<file path="src/rtl/cdc_2ch_router.sv">
// Two-channel byte router between usb_cdc OUT and IN bulk endpoints.
// Supports straight, crossed and merge (burst round-robin onto IN0) routing with a drain on mode change.
module cdc_2ch_router #(
    parameter int unsigned BURST = 8
) (
    input  logic       clk_i,
    input  logic       rst_i,
    input  logic [1:0] mode_i,
    input  logic [7:0] out0_data_i,
    input  logic       out0_valid_i,
    output logic       out0_ready_o,
    input  logic [7:0] out1_data_i,
    input  logic       out1_valid_i,
    output logic       out1_ready_o,
    output logic [7:0] in0_data_o,
    output logic       in0_valid_o,
    input  logic       in0_ready_i,
    output logic [7:0] in1_data_o,
    output logic       in1_valid_o,
    input  logic       in1_ready_i,
    output logic       grant_o,
    output logic       busy_o
);

    typedef enum logic [2:0] {
        IDLE,
        STRAIGHT,
        CROSS,
        MERGE,
        DRAIN
    } state_t;

    localparam logic [6:0] BURST_MAX = 7'(BURST);
    localparam logic [6:0] BURST_M1  = 7'(BURST - 1);

    state_t     state, state_next;
    logic [1:0] mode_q;
    logic       grant, grant_next;
    logic [6:0] count, count_next;

    logic       v0, v1;
    logic [7:0] d0, d1;
    logic       load0, load1;
    logic       wr0, wr1;
    logic [7:0] wd0, wd1;

    logic       g_valid, o_valid, accept, full, rotate;

    assign load0 = !v0 || in0_ready_i;
    assign load1 = !v1 || in1_ready_i;

    always_comb begin
        state_next   = state;
        out0_ready_o = 1'b0;
        out1_ready_o = 1'b0;
        wr0          = 1'b0;
        wr1          = 1'b0;
        wd0          = out0_data_i;
        wd1          = out1_data_i;
        grant_next   = 1'b0;
        count_next   = '0;
        g_valid      = grant ? out1_valid_i : out0_valid_i;
        o_valid      = grant ? out0_valid_i : out1_valid_i;
        accept       = 1'b0;
        full         = 1'b0;
        rotate       = 1'b0;

        case (state)
            IDLE: begin
                case (mode_i)
                    2'd0:    state_next = STRAIGHT;
                    2'd1:    state_next = CROSS;
                    2'd2:    state_next = MERGE;
                    default: state_next = IDLE;
                endcase
            end
            STRAIGHT: begin
                out0_ready_o = load0;
                out1_ready_o = load1;
                wr0          = out0_valid_i && load0;
                wr1          = out1_valid_i && load1;
                if (mode_i != mode_q) state_next = DRAIN;
            end
            CROSS: begin
                out0_ready_o = load1;
                out1_ready_o = load0;
                wr1          = out0_valid_i && load1;
                wd1          = out0_data_i;
                wr0          = out1_valid_i && load0;
                wd0          = out1_data_i;
                if (mode_i != mode_q) state_next = DRAIN;
            end
            MERGE: begin
                accept = g_valid && load0;
                if (grant) begin
                    out1_ready_o = load0;
                    wd0          = out1_data_i;
                end else begin
                    out0_ready_o = load0;
                end
                wr0 = accept;
                // Burst limit counts the byte being accepted this cycle, so the
                // limit-reaching byte and the rotation share one cycle.
                full   = (count == BURST_MAX) || (accept && count == BURST_M1);
                rotate = o_valid && (full || !g_valid);
                grant_next = grant;
                count_next = count;
                if (rotate) begin
                    grant_next = ~grant;
                    count_next = '0;
                end else if (accept && count != BURST_MAX) begin
                    count_next = count + 7'd1;
                end
                if (mode_i != mode_q) state_next = DRAIN;
            end
            DRAIN: begin
                if (!v0 && !v1) state_next = IDLE;
            end
            default: state_next = IDLE;
        endcase
    end

    always_ff @(posedge clk_i) begin
        if (rst_i) begin
            state  <= IDLE;
            mode_q <= '0;
            grant  <= 1'b0;
            count  <= '0;
            v0     <= 1'b0;
            v1     <= 1'b0;
            d0     <= '0;
            d1     <= '0;
        end else begin
            state <= state_next;
            grant <= grant_next;
            count <= count_next;
            if (state == IDLE && mode_i != 2'd3) mode_q <= mode_i;
            if (wr0) begin
                v0 <= 1'b1;
                d0 <= wd0;
            end else if (in0_ready_i) begin
                v0 <= 1'b0;
            end
            if (wr1) begin
                v1 <= 1'b1;
                d1 <= wd1;
            end else if (in1_ready_i) begin
                v1 <= 1'b0;
            end
        end
    end

    assign in0_data_o  = d0;
    assign in0_valid_o = v0;
    assign in1_data_o  = d1;
    assign in1_valid_o = v1;
    assign grant_o     = grant;
    assign busy_o      = v0 || v1;

endmodule

</file>
<file path="config.mk">
export PLATFORM = sky130hd
export DESIGN_NAME = cdc_2ch_router
export DESIGN_NICKNAME = d
export VERILOG_FILES = /design/src/rtl/cdc_2ch_router.sv
export SDC_FILE = /design/constraint.sdc
export NUM_CORES = 1
export LEC_CHECK = 0
export BUFFER_PORTS_ARGS = -buffer_cell sky130_fd_sc_hd__buf_2
export CAP_MARGIN = 40
export CORE_AREA = 2 2 60 62
export DETAILED_ROUTE_END_ITERATION = 12
export DIE_AREA = 0 0 62 64
export HOLD_SLACK_MARGIN = 0.08
export PLACE_DENSITY = 0.81
export REMOVE_ABC_BUFFERS = 1
export SETUP_SLACK_MARGIN = 0.15
export SLEW_MARGIN = 20
export SYNTH_ARGS = -nofsm -noshare
export SYNTH_HDL_FRONTEND = slang
export SYNTH_SLANG_ARGS = --single-unit
</file>
<file path="constraint.sdc">
create_clock -name clk_i -period 4.36 [get_ports clk_i]
set_clock_uncertainty 0.1 [all_clocks]
set_input_delay 0.654 -clock clk_i [delete_from_list [all_inputs] [get_ports clk_i]]
set_output_delay 0.654 -clock clk_i [all_outputs]
set_load 0.05 [all_outputs]
</file>
# == After elaboration in Yosys (flattened, before gate mapping) ==
# Cells that the tools add are included.
# totals
mem_count,0
ram_bits,0
ff_bits,31
input_bits,24
romBits,0
out_inout_bits,22
latchBits,0
# op_classes
n_eq_ne,13
div,0
bitwise,2
order_cmp,0
addsub,1
multipliers,0
n_mux,19
reduce_logical,26
n_shift,0
# op_table
op,n
$mux 8,2
$pmux 8 s2,1
$logic_and 1x1->1,10
$pmux 1 s3,3
$pmux 3 s3,1
$mux 1,8
$add 7x1->7 const B,1
$eq 7x3->1 const B,1
$eq 7x4->1 const B,1
$ne 7x4->1 const B,1
$eq 3x2->1 const B,2
$mux 3,2
$pmux 2 s3,1
$reduce_or 3->1,2
$logic_or 1x1->1,5
$ne 2x2->1 const B,2
$reduce_bool 2->1,2
$eq 3x1->1 const B,1
$eq 3x3->1 const B,1
$logic_not 1->1,3
$logic_not 3->1,1
$eq 2x1->1 const B,1
$eq 2x2->1 const B,1
$logic_not 2->1,1
other kinds (6),7

# == Logic depth before layout (Yosys ltp) ==
# Gate-level depths: netlist (run 1).
# logic_depth
ltp_word,8
ltp_mapped,7
depth_no_buf,6

# == Worst setup path before layout (run 1) ==
# OpenSTA, ideal clock, no wires.
# synth_path
path_type,register to output
from,"register grant, in the netlist grant_o"
to,output out1_ready_o
setup_slack_ns,1.767
path_buffers,1
path_stages_with_launch,5
arrival_ns,1.839
path_cell_list,dfxtp_1 -> buf_4 -> nand2b_4 -> nand3_1 -> a21oi_1
# synth_via
elab_chain_cells,2
# synth_rtl
element,line_no,source
from (decl),38,"logic grant, grant_next;"
from (signal assigned),135,grant <= grant_next;
$mux 1,95,if (grant) begin
$pmux 1 s3,68,case (state)
to (decl),14,"output logic out1_ready_o,"
# Every way passes these cells.

# == Worst setup path in the final report (run 1) ==
# layout_path
from,register state[0]
to,output out1_ready_o
# layout_via
elab_chain_cells,2
word_cells_on_any_way,4
cone_classes,eq/ne (3); mux (1)
# layout_rtl
element,line_no,source
from (decl),36,"state_t state, state_next;"
from (signal assigned),134,state <= state_next;
$eq 3x2->1 or $eq 3x1->1 (tied branches),68,
$pmux 1 s3 *,68,
# Every way passes the cells marked *; elsewhere a longest branch is shown, timed or not.

==> run summary, run 1 <==
reg2reg end -> in0_data_o[7]$_SDFFE_PP0P_
CP required -> 3.61 ns
GR Util All Layers -> 0.201
Clk pin slew, worst setup/hold paths -> 0.11 ns
type of the most critical hold path -> reg2reg
Ant. Diodes -> 0
Yosys top cell by area -> dfxtp_1
Worst EP arrival -> 1.81 ns
Main synth FF type -> dfxtp_1
EDFF count, synth -> 0
Critical Path End -> out1_ready_o
HPWL after DPL -> 2.59 mm
TritonCTS clock tree -> yes
most frequent cell after synthesis -> dfxtp_1
GP Congestion -> 0.807
Slew HR -> 0.504
crit start category -> flop
Tmin final -> 2.57 ns
part of the Yosys area used for sequential elements -> 0.351
buffers added on ports -> 45
# fillers -> 295
Hold Vio Cnt, Final -> 0
Avg Cell Area, Syn -> 9.62 µm²
synth-to-layout area growth -> 15.8%
post-CTS repair timing setup buffer count -> 0
post-cts resize count -> 0
drt wl/cell -> 12.7 µm
Initial Util -> 0.539
Crit. End Element -> output pin
die area -> 3970 µm²
Worst-Skew Late Latency -> 0.34 ns
CTS H-Tree Depth -> 2
reg2reg start -> state[0]$_SDFFE_PP0P_
CP startpoint -> state[0]$_SDFFE_PP0P_
Hold Crit Depth -> 2
Routed WL -> 3.47 mm
Num CTS Buffers -> 5
RSZ-0062 raised after global routing -> no
row cnt -> 21
Synth top cells by count -> 31 x dfxtp_1, 19 x mux2i_1, 16 x nor2_1
number of global-route vias before repair -> 1,390
Leak Pwr -> 0.873 nW
FF+latch count, synth -> 31
asr flop ratio synth -> 0
fin nets -> 255
worst-margin pin slew -> 0.742 ns
Yosys cell types -> 44
CTS root buf -> clkbuf_4
status -> complete, no violations
max frequency -> 389 MHz
maximum VDD drop -> 0.263 mV
Hold-fix buffers, CTS -> 0
hold slack -> 0.403 ns
clk sinks -> 31
Via Count -> 1,486
Core Footprint -> 3280 µm²
total I/O pin count -> 46
Via density -> 5.44
largest net degree at the start of global routing -> 25
Overflow after GRT -> 0
Multi-input gate area -> 1040 µm²
antenna viol nets, final -> 0
Yosys top cell area share -> 0.351
die width -> 62 µm
maximum clock path buffer count -> 2
Final TNS setup -> 0 ns
worst-path maximum fanout -> 10
R2R depth -> 4
ranking of synthesized cells by area -> dfxtp_1 35%, mux2i_1 11%, a21oi_1 4.0%, a311oi_1 4.0%, ha_1 3.5%
Seq. cell area -> 621 µm²
Crit Path Category -> reg2out
Final period util -> 0.589
cell count after synthesis -> 184
layout cell share with drive strength beyond 1 -> 0.308
Yosys warning total -> 0
flop2flop setup slack -> 2.35 ns
mapped cell area -> 1770 µm²
drt drc -> 0
power density cells -> 401 nW/µm²
global-route wire length before repair -> 6.07 mm
initial antenna violation count -> 0
final slew viol count -> 0
die height -> 64 µm
Max Cap Viol -> 0
Iteration-0 DRC Markers -> 67
Pre-Repair DR Iteration Count -> 4
endpoints failing setup -> 0
[power breakdown]
part / switching, W / total, W / internal (W)
combinational: 0.000178 / 0.000264 / 0.0000857
clock: 0.000106 / 0.000226 / 0.000121
sequential: 0.0000225 / 0.000331 / 0.000309
[kinds of logic after synthesis]
family	Yosys count	share of synthesized area
adders and majority gates	5	0.0353
xor gates and xnor gates	7	0.0346
AOI/OAI and AO/OA	42	0.177
DFF	31	0.351
buffers and inverters	17	0.0643
muxes	21	0.122
and+or+nand+nor	61	0.216
[state kept, by name, summed over array words and instances (netlist names)]
register,count
in1_data_o,8
mode_q,2
grant_o,1
state,3
in0_valid_o,1
count,7
in1_valid_o,1
in0_data_o,8
[placed cells by master (no fill, tap or decap), drive strengths merged, types with 2 or more instances in the layout]
cell type / n
buf: 46
dfxtp: 31
mux2i: 20
nor2: 17
a21oi: 14
a211oi: 11
nor3: 8
a311oi: 8
inv: 6
nand3: 6
ha: 5
clkbuf: 5
nor2b: 5
xnor2: 4
or3: 3
nand4: 3
and2: 3
nor4: 3
xor2: 3
nand2: 3
nand3b: 3
nor4b: 2
a31oi: 2
o21ai: 2
nand2b: 2
clkinv: 2
[per-layer routing]
layer | vias to the layer above | part of all wire | global-route usage
met5 | - | 0 | 0
met3 | 5 | 0.067 | 0.0769
met2 | 42 | 0.48 | 0.314
met4 | 0 | 0.0084 | 0.0585
met1 | 672 | 0.44 | 0.253
li1 | 767 | - | -
[worst max-delay path: stages, from the launching register on]
cell and delay, ns:
dfxtp_1 0.61, inv_1 0.10, or3_1 0.35, a21oi_1 0.13, buf_2 0.27
[metrics by stage]
step	utilization	power [W]	std cells	cell area, µm²	setup WS, ns
2_1_floorplan	-	0.000535	173	1680	1.71
3_3_place_gp	0.597	0.000598	264	1960	2.08
3_5_place_dp	0.600	0.000603	265	1970	2.03
4_1_cts	0.624	0.000828	273	2050	1.78
5_1_grt	0.624	0.000866	273	2050	1.71
6_report	0.624	0.000821	273	2050	1.79
[area by class of cell]
| class | count | share of cell area |
|---|---|---|
| tap | 46 | 0.0281 |
| timing repair buffer | 46 | 0.113 |
| sequential | 31 | 0.303 |
| multi-input combinational | 136 | 0.505 |
| inverter | 6 | 0.0110 |
| clock inverter | 3 | 0.0214 |
| clock buffer | 5 | 0.0183 |
[worst min path at each step]
stage,from,endpoint,slack [ns]
detailed placement,in1_data_o[5]$_SDFFE_PP0P_,in1_data_o[5]$_SDFFE_PP0P_,0.39
CTS,in1_data_o[5]$_SDFFE_PP0P_,in1_data_o[5]$_SDFFE_PP0P_,0.40
global placement,in1_data_o[7]$_SDFFE_PP0P_,in1_data_o[7]$_SDFFE_PP0P_,0.39
floorplan,mode_q[0]$_SDFFE_PP0P_,mode_q[0]$_SDFFE_PP0P_,0.38
finish,in1_data_o[5]$_SDFFE_PP0P_,in1_data_o[5]$_SDFFE_PP0P_,0.40
global route,in1_data_o[6]$_SDFFE_PP0P_,in1_data_o[6]$_SDFFE_PP0P_,0.44
No activity file was read; power rests on OpenSTA's default activity.
==> run 2: changes to the inputs <==
--- a/config.mk
+++ b/config.mk
@@ -5,13 +5,14 @@
 export SDC_FILE = /design/constraint.sdc
 export NUM_CORES = 1
 export LEC_CHECK = 0
+export ABC_AREA = 1
 export BUFFER_PORTS_ARGS = -buffer_cell sky130_fd_sc_hd__buf_2
 export CAP_MARGIN = 40
-export CORE_AREA = 2 2 60 62
+export CORE_AREA = 2 2 62 64
 export DETAILED_ROUTE_END_ITERATION = 12
-export DIE_AREA = 0 0 62 64
+export DIE_AREA = 0 0 64 66
 export HOLD_SLACK_MARGIN = 0.08
-export PLACE_DENSITY = 0.81
+export PLACE_DENSITY = 0.78
 export REMOVE_ABC_BUFFERS = 1
 export SETUP_SLACK_MARGIN = 0.15
 export SLEW_MARGIN = 20
==> constraint.sdc (replaced) <==
create_clock -name clk_i -period 2.64 [get_ports clk_i]
set_clock_uncertainty 0.1 [all_clocks]
set_input_delay 0.396 -clock clk_i [delete_from_list [all_inputs] [get_ports clk_i]]
set_output_delay 0.396 -clock clk_i [all_outputs]
set_load 0.05 [all_outputs]
==> run 2 against run 1 <==
- clock power grew 74%
- area after synthesis is 4.0% higher
- sequential share of layout area fell by 1.7 points
- critical path type unchanged
- sequential power grew 67%
- largest cell class unchanged
- wire length grew 14%
==> run summary, run 2 <==
synth-to-layout area growth -> 18.1%
worst stage delay on the critical path -> 0.50 ns
drt wl/cell -> 10.2 µm
antenna viol nets, final -> 0
R2R depth -> 7
HPWL after DPL -> 2.97 mm
Pint -> 0.000884 W
type of the most critical hold path -> in2reg
Synth top cells by count -> 78 x nand2_1, 49 x nor2_1, 44 x inv_1
maximum clock path buffer count -> 2
die height -> 66 µm
Worst EP arrival -> 1.72 ns
drt drc -> 0
endpoints failing setup -> 0
Via Count -> 1,846
GR Util All Layers -> 0.207
number of global-route vias before repair -> 1,670
Worst path top cell family by delay -> compound AO/OA/AOI/OAI gates
die area -> 4220 µm²
layout cell share with drive strength beyond 1 -> 0.196
worst-path maximum fanout -> 17
EDFF count, synth -> 0
CTS H-Tree Depth -> 2
Sw Ratio -> 0.395
Slew HR -> 0.586
CP required -> 2.14 ns
FF+latch count, synth -> 31
buffers added on ports -> 45
Yosys top cell area share -> 0.337
GP Congestion -> 0.786
final slew viol count -> 0
Yosys top cell by area -> dfxtp_1
CTS root buf -> clkbuf_4
Pre-Repair DR Iteration Count -> 4
RSZ-0062 raised after global routing -> no
highest-delay cell along the critical path -> o21ai_2
part of the Yosys area used for sequential elements -> 0.337
Via density -> 4.73
most frequent cell after synthesis -> nand2_1
mapped cell area -> 1840 µm²
DP Area -> 2090 µm²
buffers and inverters on the worst path -> 2
Yosys cell types -> 26
Yosys warning total -> 0
Power Total -> 0.00146 W
Crit. path cell count -> 4
Overflow after GRT -> 0
total I/O pin count -> 46
crit start category -> flop
Final period util -> 0.841
commonest non-fill, non-tap cell in the layout -> nand2_1
fin nets -> 370
Clk pin slew, worst setup/hold paths -> 0.09 ns
Leak Pwr -> 1.13 nW
asr flop ratio synth -> 0
Psw -> 0.000577 W
sequential power share -> 0.379
combinational share of power -> 0.352
worst-margin pin slew -> 0.621 ns
Worst-Skew Late Latency -> 0.33 ns
cell count after synthesis -> 296
largest net degree at the start of global routing -> 21
clk sinks -> 31
Main synth FF type -> dfxtp_1
Tmin final -> 2.22 ns
Core Footprint -> 3550 µm²
Hold-fix buffers, CTS -> 0
Avg Cell Area, Syn -> 6.22 µm²
Final TNS setup -> 0 ns
Hold Vio Cnt, Final -> 0
global-route wire length before repair -> 6.87 mm
Clock Power Share -> 0.269
max frequency -> 450 MHz
maximum VDD drop -> 0.489 mV
Crit. End Element -> output pin
Final Instance Area -> 2170 µm²
die width -> 64 µm
# fillers -> 351
status -> complete, no violations
Hold Crit Depth -> 2
most frequent cells in the layout -> 78 x nand2_1, 49 x nor2_1, 45 x buf_2
power density cells -> 672 nW/µm²
Crit Path Category -> reg2out
Max Cap Viol -> 0
TritonCTS clock tree -> yes
Num CTS Buffers -> 5
Core Util, Final -> 0.612
ranking of synthesized cells by area -> dfxtp_1 34%, nand2_1 16%, nor2_1 10%, inv_1 9.0%, o21ai_0 7.3%
Iteration-0 DRC Markers -> 84
Ant. Diodes -> 0
post-CTS repair timing setup buffer count -> 0
Routed WL -> 3.97 mm
Initial Util -> 0.519
row cnt -> 22
hold slack -> 0.162 ns
post-cts resize count -> 0
initial antenna violation count -> 0
critical-path cell list -> inv_2 -> o21ai_2 -> o21ai_0 -> buf_2
-- run 2: cell types whose count changed after synthesis, sizes merged, moves of 5 or more --
cell and change:
a211oi -11, nor2b -5, inv +40, nor3 -8, nor2 +35, nand2 +77, o21ai +29, a311oi -8
nand3 +7, mux2i -20
-- run 2: cells by family after synthesis --
family | after synthesis | synth area share
AOI/OAI and AO/OA | 47 | 0.136
xor gates and xnor gates | 5 | 0.0238
adders and majority gates | 5 | 0.0340
buffers and inverters | 55 | 0.122
DFF | 31 | 0.337
and+or+nand+nor | 153 | 0.348
-- run 2: layout make-up --
cell class / count / area [µm²] / area share
well taps: 48 / 60.1 / 0.0276
clock buffers: 6 / 51.3 / 0.0236
clock inverters: 2 / 35.0 / 0.0161
flip-flops and latches: 31 / 621 / 0.285
multi-input cells: 210 / 997 / 0.459
inverters: 47 / 178 / 0.0817
repair buffers: 46 / 233 / 0.107
-- run 2: power by group through the flow --
stage          Clock, W  Combinational, W  Sequential [W]
3_3_place_gp          0          0.000509        0.000564
6_report       0.000393          0.000514        0.000554
3_5_place_dp          0          0.000516        0.000564
4_1_cts        0.000402          0.000517        0.000554
5_1_grt        0.000427          0.000570        0.000561
2_1_floorplan         0          0.000245        0.000712
-- run 2: worst reg2reg max path, cell delays in order, from the launching register on --
cell and delay [ns]:
dfxtp_1 0.39, inv_1 0.07, nor2_1 0.26, inv_1 0.12
nand3_1 0.36, nand2_1 0.21, o21ai_0 0.19, inv_1 0.05
-- run 2: per-stage QoR --
| stage | setup slack (ns) | std cells |
|---|---|---|
| 5_1_grt | 0.309 | 390 |
| 6_report | 0.419 | 390 |
| 3_5_place_dp | 0.753 | 382 |
| 3_3_place_gp | 0.805 | 382 |
| 4_1_cts | 0.428 | 390 |
| 2_1_floorplan | 0.0327 | 288 |
-- run 2: worst paths after layout --
| check | slack, ns | endpoint | start |
|---|---|---|---|
| max | 0.42 | out1_ready_o | state[0]$_SDFFE_PP0P_ |
| min reg2reg | 0.38 | in1_data_o[3]$_SDFFE_PP0P_ | in1_data_o[3]$_SDFFE_PP0P_ |
| min | 0.16 | state[2]$_SDFFE_PP0P_ | rst_i |
| max reg2reg | 0.80 | in0_valid_o$_SDFFE_PP0P_ | in0_valid_o$_SDFFE_PP0P_ |
-- run 2: metal layers --
| layer | vias to the layer above | GRT usage | wire [µm] | part of all wire |
|---|---|---|---|---|
| li1 | 1001 | - | - | - |
| met1 | 791 | 0.261 | 1880 | 0.47 |
| met2 | 45 | 0.339 | 1790 | 0.45 |
| met3 | 9 | 0.0409 | 221 | 0.056 |
| met4 | 0 | 0.101 | 78 | 0.020 |
| met5 | - | 0 | 0 | 0 |
